$ cat src/rtl/pipe_skid_stage.sv
// Elastic valid/ready pipeline stage with a main + skid buffer pair.
// Sustains one payload per cycle under backpressure, and in_ready is driven straight from a flop.
module pipe_skid_stage #(
  parameter int unsigned      WIDTH    = 32,
  parameter logic [WIDTH-1:0] RST_DATA = '0
) (
  input  logic             clk,
  input  logic             rst,
  input  logic             flush,
  input  logic             in_valid,
  output logic             in_ready,
  input  logic [WIDTH-1:0] in_data,
  output logic             out_valid,
  input  logic             out_ready,
  output logic [WIDTH-1:0] out_data
);

  typedef enum logic [1:0] {
    StEmpty = 2'd0,
    StBusy  = 2'd1,
    StFull  = 2'd2
  } state_e;

  state_e           state_q, state_d;
  logic             out_valid_q, in_ready_q;
  logic [WIDTH-1:0] main_q, skid_q;
  logic             load_main_in, load_main_skid, load_skid;

  // The handshake outputs come from state_d and are registered, so nothing downstream sees a
  // combinational path.
  always_ff @(posedge clk or posedge rst) begin
    if (rst) begin
      state_q     <= StEmpty;
      out_valid_q <= 1'b0;
      in_ready_q  <= 1'b1;
    end else begin
      state_q     <= state_d;
      out_valid_q <= (state_d != StEmpty);
      in_ready_q  <= (state_d != StFull);
    end
  end

  always_comb begin
    state_d = state_q;
    if (flush) begin
      state_d = StEmpty;
    end else begin
      case (state_q)
        StEmpty: if (in_valid) state_d = StBusy;
        StBusy: begin
          if (in_valid && !out_ready)      state_d = StFull;
          else if (!in_valid && out_ready) state_d = StEmpty;
        end
        StFull:  if (out_ready) state_d = StBusy;
        default: state_d = StEmpty;
      endcase
    end
  end

  // Data-register enables. A flush suppresses every load, so the payload arriving in that
  // cycle is dropped.
  always_comb begin
    load_main_in   = 1'b0;
    load_main_skid = 1'b0;
    load_skid      = 1'b0;
    if (!flush) begin
      case (state_q)
        StEmpty: load_main_in = in_valid;
        StBusy: begin
          load_main_in = in_valid && out_ready;
          load_skid    = in_valid && !out_ready;
        end
        StFull:  load_main_skid = out_ready;
        default: ;
      endcase
    end
  end

  always_ff @(posedge clk or posedge rst) begin
    if (rst) begin
      main_q <= RST_DATA;
      skid_q <= RST_DATA;
    end else begin
      if (load_main_in) begin
        main_q <= in_data;
      end else if (load_main_skid) begin
        main_q <= skid_q;
      end
      if (load_skid) begin
        skid_q <= in_data;
      end
    end
  end

  assign out_valid = out_valid_q;
  assign in_ready  = in_ready_q;
  assign out_data  = main_q;

endmodule

$ cat config.mk
export PLATFORM = sky130hd
export DESIGN_NAME = pipe_skid_stage
export DESIGN_NICKNAME = d
export VERILOG_FILES = /design/src/rtl/pipe_skid_stage.sv
export SDC_FILE = /design/constraint.sdc
export NUM_CORES = 1
export LEC_CHECK = 0
export BUFFER_PORTS_ARGS = -buffer_cell sky130_fd_sc_hd__buf_4
export CELL_PAD_IN_SITES_DETAIL_PLACEMENT = 0
export CELL_PAD_IN_SITES_GLOBAL_PLACEMENT = 1
export CORE_MARGIN = 2
export CORE_UTILIZATION = 44
export DETAILED_ROUTE_END_ITERATION = 8
export PLACE_DENSITY = 0.91
export REMOVE_ABC_BUFFERS = 1
export SYNTH_ARGS = -nofsm -noshare
export SYNTH_HDL_FRONTEND = slang
export SYNTH_SLANG_ARGS = --single-unit
$ cat constraint.sdc
create_clock -name clk -period 4.9 [get_ports clk]
set_input_delay 0.98 -clock clk [delete_from_list [all_inputs] [get_ports clk]]
set_output_delay 0.98 -clock clk [all_outputs]
set_load 0.01 [all_outputs]
==> results.md, run 1 <==
* Run status: complete, no violations
* Max_cap viols at 0
* Finished Layout Cells at 379
* Vias at 1895
* Gate count after technology mapping at 230
* Postcts setup bufs at 0
* Slew @ Worst Pin at 1.05 ns
* Layout cell share with drive strength beyond 1 at 30.9%
* Hold Startpoint: out_data[3]
* Placed cells at 364
* Slew margin rel. at 29.8%
* Final Cycle Share at 52.7%
* Net Sw Power at 0.370 mW
* FMAX at 0.387 GHz
* Detailed placement HPWL at 3590 µm
* Clock Tree Root: clkbuf_8
* Final Hold Fails at 0
* Crit-path max FO at 19
* WP data required at 5.07 ns
* Final Max Tran Viols at 0
* HP Class: flop to flop
* Final min period at 2.58 ns
* Peak supply drop at 0.000241 V
* Area delta synth->final at 28.7%
* RSZ-0062 raised after global routing: false
* Largest net degree at the start of global routing at 49
* Critical path arrival at 2.75 ns
* Cts hold-fix bufs at 0
* Syn avg cell area at 12.0 µm²
* Clock buffer depth at 2
* Core Util, Final at 59.1%
* Worst Setup End Kind: flop
* Worst setup SP type: primary input
* Seq/Total Area, Yosys at 61.9%
* CTS tree: built
* Worst R2R Start: state_q[0]
* Grt ovf at 0
* H-tree depth at 3
* IO Pins at 71
* Most instantiated library cell after synthesis: dfrtp_1
* DRC violations left at 0
* PostCTS Resize Cnt at 0
* Critical setup path kind: primary input to flop
* Hold_ws at 0.476 ns
* Synth area leaders: dfrtp_1, mux2_1, nand2_1, a22oi_1, buf_2
* Vias per std cell at 5.00
* Vias in the first global route at 1973
* Total number of yosys warnings at 0
* Comb power frac at 17.5%
* Die area at 6900 µm²
* Port bufs at 70
* Core Area at 5990 µm²
* Clock Power Share at 31.6%
* Routed wire per std cell at 14.3 µm
* Chip height at 83.1 µm
* GP Congestion at 0.722
* DRT Pass-1 Iters at 4
* #FFs+latches synth at 68
* Initial Utilization at 45.9%
* Critical Path Start: flush
* Fin nets at 337
* Finish-stage setup viols at 0
* Int Pwr at 1.10 mW
* Clock Pin Slew Worst Setup and Hold Paths at 0.07 ns
* WL final at 5430 µm
* Sw frac at 25.2%
* Cell variety after synth at 22
* Ys async rst share at 100%
* Total CTS buffers at 9
* Global-route wire length before repair at 9250 µm
* Post-synth EDFFs at 0
* Antenna-violating nets left at 0
* Sequential power share at 50.9%
* Row cnt at 28
* Clock Skew at 0.00469 ns
* Pleak at 1.78 nW
* Clock latency on the worst-skew pair at 0.33 ns
* Overall Global Routing Usage at 16.7%
* Number of DRC violations after detailed-routing iteration 0 at 137
* Most common library cells after synthesis: dfrtp_1, nand2_1, a22oi_1, mux2_1, buf_2
* Initial antenna violation count at 0
* Pwr dens at 415 nW/µm²
* Sink Count at 68
* Diode count at 0
* Post-synth top area share at 60.9%
* Main flop type after synthesis: dfrtp_1
* Synth area leader: dfrtp_1
* Die width at 83.1 µm
* Post-Syn Area at 2750 µm²
path summary, 6_finish.rpt:
kind,end,slack [ns],cells after the start
setup / recovery,out_data[0],2.32,5
hold / removal,out_data[3],0.48,2
setup reg to reg,out_data[0],2.63,4
hold reg to reg,out_data[3],0.48,2
max in group asynchronous,skid_q[26],3.18,3
min in group asynchronous,out_data[10],0.89,2
critical path, cell delays in order:
cell,delay [ns]
buf_4,0.13
nor4bb_4,0.92
buf_4,0.38
mux2i_1,0.25
o21ai_1,0.08
sequential cells by signal, indices dropped and copies added (netlist names):
register	cells
in_ready	1
state_q	2
skid_q	32
out_valid	1
out_data	32
cells in the final DEF, fill, tap and decap left out, drive strengths merged:
cell type,n
inv,4
a31oi,1
dfstp,1
a22oi,30
a2bb2oi,1
dfrtp,67
o21ai,2
mux2,32
buf,73
mux2i,2
bufinv,1
nand2,62
nand2b,2
nand3,1
xnor2,1
a21oi,2
nor2,4
and3,1
nor2b,2
clkbuf,14
nor4bb,1
power groups by stage:
stage | registers [mW] | clock network, mW | logic [mW]
3_5_place_dp | 0.756 | 0 | 0.262
5_1_grt | 0.764 | 0.504 | 0.285
3_3_place_gp | 0.752 | 0 | 0.253
2_1_floorplan | 0.766 | 0 | 0.115
4_1_cts | 0.748 | 0.477 | 0.263
6_report | 0.748 | 0.465 | 0.257
per-layer routing:
metal	vias up	wire length [µm]	global-route usage (%)
li1	927	-	-
met1	902	2580	22.7
met2	56	2460	25.7
met3	10	317	4.97
met4	0	75	5.81
met5	-	0	0
stage by stage:
step                      power [mW]  instance area [µm²]  setup slack [ns]  setup TNS, ns
after global routing            1.55                 3540              2.16              0
after CTS                       1.49                 3540              2.32              0
after floorplan                0.881                 2660            -0.169          -5.08
final                           1.47                 3540              2.32              0
after detailed placement        1.02                 3340              2.02              0
after global placement          1.01                 3340              2.06              0
cell families (layout without fill, tap and decap cells):
| kind of cell | after synthesis | after routing | share of synthesized area [%] |
|---|---|---|---|
| compound gates | 36 | 36 | 9.45 |
| xor+xnor | 1 | 1 | 0.318 |
| flops | 68 | 68 | 61.9 |
| buf+inv | 18 | 92 | 3.77 |
| simple gates | 73 | 73 | 10.8 |
| mux | 34 | 34 | 13.8 |
layout make-up:
type	instances	area, µm²
Clock buffer	14	173
Clock inverter	1	30.0
Fill cell	496	2450
Inverter	4	15.0
Multi-Input combinational cell	144	981
Sequential cell	68	1700
Tap cell	75	93.8
Timing Repair Buffer	73	548
Note: power is estimated with default switching activity, not from simulation.
==> run 2, diff against run 1 <==
Settings changed: CORE_UTILIZATION 44 to 37, PLACE_DENSITY 0.91 to 0.82.
Clock period 4.9 ns to 2.1 ns, I/O delays scaled along.
==> run 2 against run 1 <==
Net effect:
- core utilization fell by 9.1 points
- clock power rose by 110%
- worst hold slack lost 0.18 ns
- sequential power increased by 130%
- non-clock buffer count up 7
- worst setup slack worse by 1.8 ns
- die area increased by 18%
- clock skew up 0.00077 ns
- register-to-register slack worse by 2.1 ns
- cell area is 2.0% higher
- first-iteration DRC count fell by 12%
- largest power group unchanged
==> results.md, run 2 (same netlist as run 1, synthesis figures left out) <==
* Run status: complete, no violations
* Final Cell Area at 3610 µm² (+2.0%)
* Pwr dens at 917 nW/µm² (+120%)
* Reg area at 1700 µm² (unchanged)
* # fillers at 693 (+40%)
* Routed wire per std cell at 13.8 µm (-3.6%)
* Row cnt at 31 (+11%)
* WL final at 5650 µm (+4.0%)
* Postcts setup bufs at 0 (unchanged)
* Slew @ Worst Pin at 0.452 ns (-0.601 ns)
* Final Hold Fails at 0 (unchanged)
* Worst Setup End Kind: flop
* Layout cell share with drive strength beyond 1 at 32.6% (+1.7 points)
* Clock Pin Slew Worst Setup and Hold Paths at 0.06 ns (about the same)
* IO Pins at 71 (unchanged)
* Diode count at 0 (unchanged)
* H-tree depth at 3 (unchanged)
* CP peak stage delay at 0.47 ns (-0.45 ns)
* Total power at 3.31 mW (+130%)
* Initial antenna violation count at 0 (unchanged)
* DRT Pass-1 Iters at 4 (unchanged)
* Sink Count at 68 (unchanged)
* Area occupied by multi-input gates at 981 µm² (unchanged)
* Die area at 8150 µm² (+18%)
* FMAX at 0.626 GHz
* Clock buffer depth at 2 (unchanged)
* Fin nets at 344 (+2.1%)
* WP depth at 5 (unchanged)
* Die width at 90.3 µm (+8.6%)
* Port bufs at 70 (unchanged)
* RSZ-0062 raised after global routing: false
* Total CTS buffers at 9 (unchanged)
* Critical path arrival at 1.81 ns (-0.94 ns)
* Crit-path max FO at 16 (-3)
* Pleak at 1.81 nW (+1.6%)
* Initial Utilization at 38.2% (-7.8 points)
* Worst setup SP type: flop
* Worst Reg-to-Reg Cells at 5 (+1)
* Area delta synth->final at 31.3%
* Placed cell area at 3430 µm² (+2.6%)
* GP Congestion at 0.727 (+0.69%)
* Vias per std cell at 4.75 (-5.0%)
* Detailed placement HPWL at 3890 µm (+8.3%)
* DRC violations left at 0 (unchanged)
* Clock Tree Root: clkbuf_8
* Hold Path Depth at 2 (unchanged)
* Most frequent cells in the layout: buf_4, dfrtp_1, nand2_1
* Finish-stage setup viols at 0 (unchanged)
* Crit-path leading delay family: simple AND/OR/NAND/NOR gates
* Number of DRC violations after detailed-routing iteration 0 at 121 (-12%)
* Largest net degree at the start of global routing at 37 (-24%)
* Core Area at 7210 µm² (+20%)
* Peak supply drop at 0.000322 V (+34%)
* Max_cap viols at 0 (unchanged)
* CTS tree: built
* Vias at 1942 (+2.5%)
* Grt ovf at 0 (unchanged)
* Overall Global Routing Usage at 15.4% (-1.3 points)
* Vias in the first global route at 2032 (+3.0%)
* CP Cell Sequence: nand2b_1 -> and3_1 -> buf_4 -> a22oi_1 -> nand2_1
* Most common cell after layout, fill and taps aside: buf_4
* Final min period at 1.60 ns
* HP Class: primary input to flop
* Slew margin rel. at 69.9% (+40 points)
* Critical-path top delay cell: dfrtp_1
* Clock latency on the worst-skew pair at 0.33 ns (about the same)
* Global-route wire length before repair at 9960 µm (+7.7%)
* WP data required at 2.31 ns (-2.76 ns)
* Final Cycle Share at 76.0%
* Critical setup path kind: flop to flop
* Chip height at 90.3 µm (+8.6%)
* Worst Path Buf+Inv at 1 (-1)
* Final Max Tran Viols at 0 (unchanged)
* Antenna-violating nets left at 0 (unchanged)
* Clock Skew at 0.00546 ns (+0.000765 ns)
[run 2: cell count changes in the layout (fill, tap and decap cells not counted)]
cell | previous run | this run
clkbuf_1 | 2 | 0
bufinv_16 | 1 | 0
dlygate4sd3_1 | 0 | 1
buf_4 | 73 | 78
clkinv_2 | 0 | 2
buf_12 | 0 | 1
[run 2: worst paths after layout]
path | startpoint | endpoint | slack, ns
max | state_q[0] | out_data[9] | 0.50
min in group asynchronous | rst | skid_q[20] | 0.52
min reg2reg | out_data[6] | out_data[6] | 0.48
max in group asynchronous | rst | out_data[7] | 0.94
min | flush | out_valid | 0.30
max reg2reg | state_q[0] | out_data[9] | 0.50
[run 2: power breakdown]
| group | total [mW] | internal, mW | switching, mW | leakage (nW) |
|---|---|---|---|---|
| clock network | 0.957 | 0.509 | 0.449 | 0.0941 |
| registers | 1.74 | 1.60 | 0.148 | 0.840 |
| logic | 0.611 | 0.338 | 0.273 | 0.873 |
| total | 3.31 | 2.44 | 0.869 | 1.81 |
[run 2: metal layers]
layer	global-route usage [%]	part of all wire, %	vias to the layer above
met5	0	0	-
met3	5.18	5.9	5
met2	24.1	47	44
li1	-	-	940
met1	20.3	46	953
met4	5.00	0.74	0
[run 2: cell type report]
type / count / share of cell area [%]
clock buffer: 12 / 4.57
inverter: 4 / 0.416
sequential: 68 / 47.1
timing repair buffer: 80 / 17.0
clock inverter: 2 / 0.277
tap: 99 / 3.43
multi-input combinational: 144 / 27.1
[run 2: per-stage QoR]
| step | util (%) | cells | setup TNS, ns | hold WS (ns) | worst slack, ns |
|---|---|---|---|---|---|
| after floorplan | - | 216 | -77.93 | 0.456 | -2.43 |
| after global placement | 47.5 | 394 | 0 | 0.304 | 0.433 |
| after detailed placement | 47.5 | 394 | 0 | 0.306 | 0.388 |
| after CTS | 50.1 | 409 | 0 | 0.281 | 0.495 |
| after global routing | 50.1 | 409 | 0 | 0.285 | 0.363 |
| final | 50.1 | 409 | 0 | 0.296 | 0.503 |
[run 2: repair_timing]
item,CTS,global route
resized for setup,0,0
setup endpoints to repair,0,0
endpoints found under the hold margin,2,0
hold buffers,1,0
==> run 3, diff against run 2 <==
Settings changed: ABC_AREA from default to 1, CORE_UTILIZATION 37 to 40, PLACE_DENSITY 0.82 to 0.87.
Clock period 2.1 ns to 1.65 ns, I/O delays scaled along.
==> run 3 against run 2 <==
Net effect:
- register-to-register slack got worse by 0.29 ns
- worst hold slack got worse by 0.22 ns
- cell area rose by 9.5%
- die area rose by 2.8%
- critical path depth rose by 3
- flip-flop and latch count did not move
- area after synthesis rose by 11%
==> results.md, run 3 <==
* Core Util, Final at 54.0% (+3.9 points)
* Sink Count at 68 (unchanged)
* Reg area at 1700 µm² (unchanged)
* Vias at 2616 (+35%)
* Vias in the first global route at 2480 (+22%)
* Pwr dens at 1160 nW/µm² (+26%)
* Pleak at 2.06 nW (+14%)
* Vias per std cell at 5.05 (+6.4%)
* Cell variety after synth at 18 (-18%)
* Total number of yosys warnings at 0 (unchanged)
* Slew @ Worst Pin at 0.357 ns (-0.0945 ns)
* Overall Global Routing Usage at 18.2% (+2.8 points)
* H-tree depth at 3 (unchanged)
* Routed wire per std cell at 14.1 µm (+1.9%)
* Most common library cells after synthesis: nand2_1, dfrtp_1, nand3_1, inv_1, nand4_1
* Most instantiated library cell after synthesis: nand2_1
* Final min period at 1.44 ns (-0.158 ns)
* Pre-CTS WS at 0.197 ns (-0.192 ns)
* Layout cell share with drive strength beyond 1 at 29.1% (-3.5 points)
* Final Max Tran Viols at 0 (unchanged)
* Total CTS buffers at 9 (unchanged)
* Detailed placement HPWL at 4850 µm (+25%)
* Grt ovf at 0 (unchanged)
* Worst Setup End Kind: flop
* Clock latency on the worst-skew pair at 0.33 ns (about the same)
* Setup TNS at 0 ns (unchanged)
* Clock Pin Slew Worst Setup and Hold Paths at 0.07 ns (about the same)
* Worst R2R Start: state_q[1]
* Placed cell area at 3750 µm² (+9.3%)
* GP Congestion at 0.774 (+6.5%)
* Die area at 8380 µm² (+2.8%)
* Chip height at 91.5 µm (+1.4%)
* Most common cell after layout, fill and taps aside: buf_4
* # fillers at 676 (-2.5%)
* Area delta synth->final at 29.1%
* FMAX at 0.695 GHz (+11%)
* WL final at 7300 µm (+29%)
* Reg2Reg Setup Slack at 0.21 ns (-0.29 ns)
* Critical path arrival at 1.67 ns (-0.14 ns)
* PostCTS Resize Cnt at 0 (unchanged)
* Postcts setup bufs at 0 (unchanged)
* Initial antenna violation count at 0 (unchanged)
* Die width at 91.5 µm (+1.4%)
* Gate count after technology mapping at 347 (+51%)
* Synth area leaders: dfrtp_1, nand3_1, nand2_1, nand4_1, inv_1
* Clock Skew at 0.00818 ns (+0.00272 ns)
* CTS tree: built
* Initial Utilization at 41.8% (+3.6 points)
* Worst Reg-to-Reg Cells at 8 (+3)
* Peak supply drop at 0.000463 V (+44%)
* Port bufs at 70 (unchanged)
* DRT Pass-1 Iters at 4 (unchanged)
* Number of DRC violations after detailed-routing iteration 0 at 192 (+59%)
* Hold_ws at 0.0716 ns (-0.225 ns)
* RSZ-0062 raised after global routing: false
* Largest net degree at the start of global routing at 69 (+86%)
* Critical setup path kind: flop to flop
* Worst setup SP type: flop
* Clock Tree Root: clkbuf_8
* Post-synth EDFFs at 0 (unchanged)
* Finish-stage setup viols at 0 (unchanged)
* Crit-path max FO at 27 (+11)
* Syn avg cell area at 8.83 µm² (-26%)
* Clock buffer depth at 2 (unchanged)
* DRC violations left at 0 (unchanged)
* Fin nets at 453 (+32%)
* Area occupied by multi-input gates at 1070 µm² (+8.9%)
* Crit path to: out_data[1]
* Cts hold-fix bufs at 0 (-1)
* Final Cycle Share at 87.2% (+11 points)
* Seq/Total Area, Yosys at 55.6% (-6.3 points)
* Ys async rst share at 100% (unchanged)
* Max_cap viols at 0 (unchanged)
* HP Class: primary input to async pin
* IO Pins at 71 (unchanged)
* Synth area leader: dfrtp_1
* Main flop type after synthesis: dfrtp_1
* Global-route wire length before repair at 12100 µm (+22%)
* R2r endpoint: out_data[1]
* Critical Path Start: state_q[1]
* Slew margin rel. at 76.2% (+6.3 points)
* Most frequent cells in the layout: buf_4, nand2_1, dfrtp_1
* Diode count at 0 (unchanged)
* Final worst slack at 0.212 ns (-0.292 ns)
* Final Cell Area at 3960 µm² (+9.5%)
* Final Hold Fails at 0 (unchanged)
* Row cnt at 31 (unchanged)
* Core Area at 7330 µm² (+1.6%)
* Post-Syn Area at 3060 µm² (+11%)
* Post-synth top area share at 54.7% (-6.2 points)
* Run status: complete, no violations
* Antenna-violating nets left at 0 (unchanged)
* WP data required at 1.88 ns (-0.43 ns)
* #FFs+latches synth at 68 (unchanged)
## run 3: cells by family after synthesis
group | after synthesis | share of synthesized area, %
AND/OR/NAND/NOR | 176 | 27.1
flip-flops | 68 | 55.6
buffers and inverters | 68 | 10.1
AO/OA/AOI/OAI | 35 | 7.19
## run 3: worst max-delay path: stages, from the launching register on
cell and delay [ns]:
dfrtp_1 0.42, inv_2 0.07, nor2_1 0.14, nand2_1 0.21, buf_12 0.23, nand2_1 0.12, inv_2 0.05, nand2_1 0.05
nand2_1 0.05
## run 3: how the worst min path moves through the flow
stage / from / end
floorplan: skid_q[17] / skid_q[17]
global placement: rst / out_data[4]
detailed placement: rst / out_data[3]
CTS: rst / out_data[2]
global route: rst / out_data[2]
finish: rst / out_data[3]
## run 3: final cells by class
class	count	area share, %
clock buffer	13	4.52
inverter	42	3.99
multi-input combinational	211	27.0
sequential	68	43.1
clock inverter	1	0.759
tap	99	3.13
timing repair buffer	84	17.5
## run 3: layer usage
layer  part of all wire (%)  track usage [%]  vias up
met5                      0                0        -
met4                    2.4             8.71        0
met3                    5.3             3.40       15
met2                     47             28.2       88
met1                     45             24.5     1230
li1                       -                -     1283
## run 3: through the flow
step | total power, mW | instances
finish | 4.58 | 518
floorplan | 2.69 | 321
global route | 4.84 | 518
detailed placement | 3.18 | 504
CTS | 4.62 | 518
global placement | 3.15 | 504
## run 3: power by group
group	switching [mW]	internal [mW]	total, mW	leakage (nW)
logic	0.464	0.464	0.927	1.10
registers	0.197	2.01	2.21	0.853
clock network	0.593	0.848	1.44	0.108
